File: src/rtl/serial_accumulator.sv
// Bit-serial accumulator: WIDTH-bit A register, LSB-first serial add/sub/inc with
// optional ones'-complement end-around carry, plus single-cycle load/shift/clear.
module serial_accumulator #(
    parameter int WIDTH     = 16,
    parameter bit ONES_COMP = 1'b1
) (
    input  logic             clk,
    input  logic             rst,
    input  logic             start,
    input  logic [2:0]       op,
    input  logic [WIDTH-1:0] bus_in,
    input  logic             carry_in,
    output logic             ready,
    output logic             busy,
    output logic             done,
    output logic [WIDTH-1:0] acc_out,
    output logic             carry_out,
    output logic             overflow
);

    localparam int CW = (WIDTH > 1) ? $clog2(WIDTH) : 1;

    localparam logic [2:0] OP_LOAD  = 3'd0;
    localparam logic [2:0] OP_ADD   = 3'd1;
    localparam logic [2:0] OP_SUB   = 3'd2;
    localparam logic [2:0] OP_INC   = 3'd3;
    localparam logic [2:0] OP_SHL   = 3'd4;
    localparam logic [2:0] OP_SHR   = 3'd5;
    localparam logic [2:0] OP_CLEAR = 3'd6;
    localparam logic [2:0] OP_NOP   = 3'd7;

    typedef enum logic [1:0] {
        IDLE = 2'd0,
        ADD  = 2'd1,
        EAC  = 2'd2
    } state_t;

    state_t           state;
    logic [WIDTH-1:0] a_reg;
    logic [WIDTH-1:0] b_reg;
    logic             carry;
    logic [CW-1:0]    cnt;
    logic             ready_q;

    logic             sum_bit;
    logic             maj;
    logic             last_bit;
    logic [WIDTH-1:0] a_next;
    logic [WIDTH-1:0] a_shl;
    logic [WIDTH-1:0] a_shr;

    // One full-adder slice; A rotates right so the sum bit lands in the MSB.
    assign sum_bit  = a_reg[0] ^ b_reg[0] ^ carry;
    assign maj      = (a_reg[0] & b_reg[0]) | (a_reg[0] & carry) | (b_reg[0] & carry);
    assign last_bit = (cnt == CW'(WIDTH - 1));
    assign a_next   = {sum_bit, a_reg[WIDTH-1:1]};
    assign a_shl    = {a_reg[WIDTH-2:0], 1'b0};
    assign a_shr    = {a_reg[WIDTH-1], a_reg[WIDTH-1:1]};

    assign ready = ready_q;
    assign busy  = ~ready_q;

    always_ff @(posedge clk) begin
        if (rst) begin
            state     <= IDLE;
            a_reg     <= '0;
            b_reg     <= '0;
            carry     <= 1'b0;
            cnt       <= '0;
            ready_q   <= 1'b1;
            done      <= 1'b0;
            acc_out   <= '0;
            carry_out <= 1'b0;
            overflow  <= 1'b0;
        end else begin
            done <= 1'b0;
            case (state)
                IDLE: begin
                    if (start) begin
                        case (op)
                            OP_LOAD: begin
                                a_reg   <= bus_in;
                                acc_out <= bus_in;
                                done    <= 1'b1;
                            end
                            OP_ADD, OP_SUB, OP_INC: begin
                                if (op == OP_ADD) begin
                                    b_reg <= bus_in;
                                    carry <= carry_in;
                                end else if (op == OP_SUB) begin
                                    b_reg <= ~bus_in;
                                    carry <= ~ONES_COMP;
                                end else begin
                                    b_reg <= '0;
                                    carry <= 1'b1;
                                end
                                cnt     <= '0;
                                state   <= ADD;
                                ready_q <= 1'b0;
                            end
                            OP_SHL: begin
                                a_reg   <= a_shl;
                                acc_out <= a_shl;
                                done    <= 1'b1;
                            end
                            OP_SHR: begin
                                a_reg   <= a_shr;
                                acc_out <= a_shr;
                                done    <= 1'b1;
                            end
                            OP_CLEAR: begin
                                a_reg   <= '0;
                                acc_out <= '0;
                                done    <= 1'b1;
                            end
                            default: begin
                                done <= 1'b1;
                            end
                        endcase
                    end
                end

                ADD: begin
                    a_reg <= a_next;
                    b_reg <= b_reg >> 1;
                    carry <= maj;
                    cnt   <= cnt + 1'b1;
                    if (last_bit) begin
                        carry_out <= maj;
                        overflow  <= carry ^ maj;
                        cnt       <= '0;
                        // A carry out of the MSB in ones'-complement wraps around as +1.
                        if (ONES_COMP && maj) begin
                            state <= EAC;
                            b_reg <= '0;
                            carry <= 1'b1;
                        end else begin
                            state   <= IDLE;
                            ready_q <= 1'b1;
                            acc_out <= a_next;
                            done    <= 1'b1;
                        end
                    end
                end

                EAC: begin
                    a_reg <= a_next;
                    b_reg <= b_reg >> 1;
                    carry <= maj;
                    cnt   <= cnt + 1'b1;
                    if (last_bit) begin
                        cnt     <= '0;
                        state   <= IDLE;
                        ready_q <= 1'b1;
                        acc_out <= a_next;
                        done    <= 1'b1;
                    end
                end

                default: begin
                    state   <= IDLE;
                    ready_q <= 1'b1;
                end
            endcase
        end
    end

endmodule

File: config.mk
export PLATFORM = sky130hd
export DESIGN_NAME = serial_accumulator
export DESIGN_NICKNAME = d
export VERILOG_FILES = /design/src/rtl/serial_accumulator.sv
export SDC_FILE = /design/constraint.sdc
export NUM_CORES = 1
export LEC_CHECK = 0
export ABC_AREA = 1
export ABC_CLOCK_PERIOD_IN_PS = 1900
export BUFFER_PORTS_ARGS = -buffer_cell sky130_fd_sc_hd__buf_2
export CAP_MARGIN = 40
export CORE_ASPECT_RATIO = 1.5
export CORE_UTILIZATION = 30
export DETAILED_ROUTE_END_ITERATION = 12
export GPL_ROUTABILITY_DRIVEN = 0
export PLACE_DENSITY_LB_ADDON = 0.1
export SLEW_MARGIN = 20
export SYNTH_ARGS = -nofsm -noshare
export SYNTH_HDL_FRONTEND = slang
export SYNTH_SLANG_ARGS = --single-unit
File: constraint.sdc
create_clock -name clk -period 1.9 [get_ports clk]
set_input_delay 0.095 -clock clk [delete_from_list [all_inputs] [get_ports clk]]
set_output_delay 0.095 -clock clk [all_outputs]
set_load 0.02 [all_outputs]
==> flow_summary.yaml <==
status:
  outcome: "complete, no violations"
logic_synthesis:
  netlist_instances: 572
  yosys_warnings: 0
  yosysTopAreaCellShare_pct: 34.5
  yosysUniqueCellTypes: 28
  synth.net_count: 602
  synth_area_um2: 3420
  yosys-top-cells-area: "dfxtp_1, nand2_1, nor2_1, nand3_1, inv_1"
  yosysSeqAreaShare_pct: 34.5
  avgSynthCellArea_um2: 5.99
  yosys.area.top_type: "dfxtp_1"
  synth-seq-cells: 59
sta:
  fin_setup_tns_ps: 0
  holdWs_ps: 95.0
  max_freq_mhz: 569
  fin_crit_sh_pct: 92.4
  drv_slew: 0
  setup_viol: 0
  tightest_slew_ps: 448
  slew_headroom_pct: 70.1
  skew_ps: 7.98
  rsz0062_at_grt: "false"
  hold_viol_final: 0
  min_period_ps: 1760
setup_path:
  cp_data_arrival_time_ps: 1980
  start_kind: "register"
  crit_type: "reg2reg"
  end_kind: "register"
  worstPathMaxFanout: 29
  required_ps: 2130
clock_tree:
  cts_sinks: 59
  cts_tree: "built"
  clk-insertion-delay-late_ps: 330
  htree_levels: 3
  clkTransAtPathRegs_ps: 50
  cts.path.max_buffers: 2
  cts_root_buf: "clkbuf_16"
  cts_buffers: 9
pwr:
  power_density_nw_per_um2: 2020
  p_comb_share_pct: 53.8
  switching_power_uw: 3770
  p_int_uw: 4740
  clkPwrFrac_pct: 22.2
  swShare_pct: 44.3
  peakVddDrop_v: 0.000718
  total_power_uw: 8510
  cellLeakagePower_uw: 0.00223
  seqPwrFrac_pct: 23.9
layout:
  finish.instance_area_um2: 4210
  final_cell_mix: "nand2_1, nor2_1, dfxtp_1, nand3_1, inv_1"
  post_route_cells_drive_above_1_share_pct: 14.7
  area_growth_pct: 22.9
  nets: 646
  n_antenna_cell: 0
  final_common_cell: "nand2_1"
run:
  cap_violations: 0
drt:
  dr.pass1.iters: 4
  wl_mm: 9.48
  via_per_inst: 4.48
  via_count: 3441
  antenna_left: 0
  drt_iter0_drc: 135
  routedWlPerCell_um: 12.3
  drc_errors: 0
floorplan:
  rows: 47
  die_w_um: 89.2
  coreArea_um2: 11100
  initial_core_util_pct: 31.0
  dieHeight_um: 133
  io_pins: 44
  die_area_um2: 11900
grt:
  antenna_found_initial: 0
  grt_max_degree: 31
  grt_pass1_wl_mm: 15.9
  grt_usage_pct: 17.4
  grt_pass1_vias: 3263
  grt.overflow.total: 0
place:
  io_buffers: 43
  dp_hpwl_mm: 6.73
  postPlaceCellArea_um2: 3830
hold_path:
  hp-class: "in2reg"
area by class of cell:
cell class / count / area (um^2)
inverters: 57 / 216
multi-input cells: 427 / 1890
repair buffers: 62 / 395
fillers: 1273 / 6850
flip-flops and latches: 59 / 1180
well taps: 147 / 184
clock buffers: 11 / 243
clock inverters: 5 / 100
synth_stat cells:
master    count
nand2_1     187
nor2_1      107
dfxtp_1      59
nand3_1      57
inv_1        54
o21ai_0      35
a21oi_1      17
clkbuf_1     13
buf_2         7
ha_1          6
buf_4         5
inv_2         3
nand4_1       3
a21oi_2       2
buf_6         2
nand3_2       2
nor2_2        2
a21oi_4       1
and2_1        1
buf_1         1
clkbuf_2      1
fa_1          1
nand2_2       1
o21ai_1       1
o21ai_2       1
o22ai_1       1
or2_2         1
xnor2_1       1
metrics by stage:
| stage | worst slack, ps | cells | util [%] |
|---|---|---|---|
| detailed placement | 41.5 | 751 | 34.7 |
| floorplan | 212 | 572 | - |
| finish | 144 | 768 | 38.1 |
| CTS | 36.4 | 767 | 37.8 |
| global placement | 118 | 751 | 34.7 |
| global route | 17.7 | 768 | 38.1 |
layer usage:
metal / track usage (%) / up-vias / wire length [um]
met5: 0 / - / 0
met4: 6.53 / 0 / 173
met3: 3.06 / 15 / 303
met2: 28.2 / 59 / 4640
met1: 22.5 / 1507 / 4360
li1: - / 1860 / -
cell families (layout without fill, tap and decap cells):
family	Yosys count	after routing	synth area share (%)
simple gates	361	361	42.6
buf+inv	86	135	10.7
flops	59	59	34.5
compound gates	58	58	9.17
fa+ha+maj	7	7	2.78
xor+xnor	1	1	0.256
critical path, stage by stage (launching register included):
cell and delay [ps]:
dfxtp_1 360, fa_1 480, nand2_1 100, inv_1 50
a21oi_2 180, nand3_2 110, buf_12 180, nor2_1 130
nor2_1 60
final timing paths:
| path | from | end | slack (ps) | cells after the start |
|---|---|---|---|---|
| setup / recovery | a_reg[0]$_SDFFE_PP0P_ | acc_out[6]$_SDFFE_PP0P_ | 140 | 8 |
| hold reg to reg | b_reg[15]$_SDFFE_PP0P_ | b_reg[15]$_SDFFE_PP0P_ | 470 | 2 |
| hold / removal | rst | done$_SDFF_PP0_ | 100 | 2 |
| setup reg to reg | a_reg[0]$_SDFFE_PP0P_ | acc_out[6]$_SDFFE_PP0P_ | 140 | 8 |
repair_timing:
item                                    in CTS  in global routing
resized for setup                            0                  3
setup buffers                                0                  1
hold buffers                                 0                  0
endpoints found under the setup margin       0                 49
power by group through the flow:
stage | clock (uW) | combinational, uW | sequential [uW]
floorplan | 0 | 3080 | 2120
global placement | 0 | 4440 | 2050
detailed placement | 0 | 4450 | 2060
CTS | 1940 | 4480 | 2040
global route | 1990 | 5250 | 2110
finish | 1890 | 4580 | 2040
Note: power is estimated with default switching activity, not from simulation.
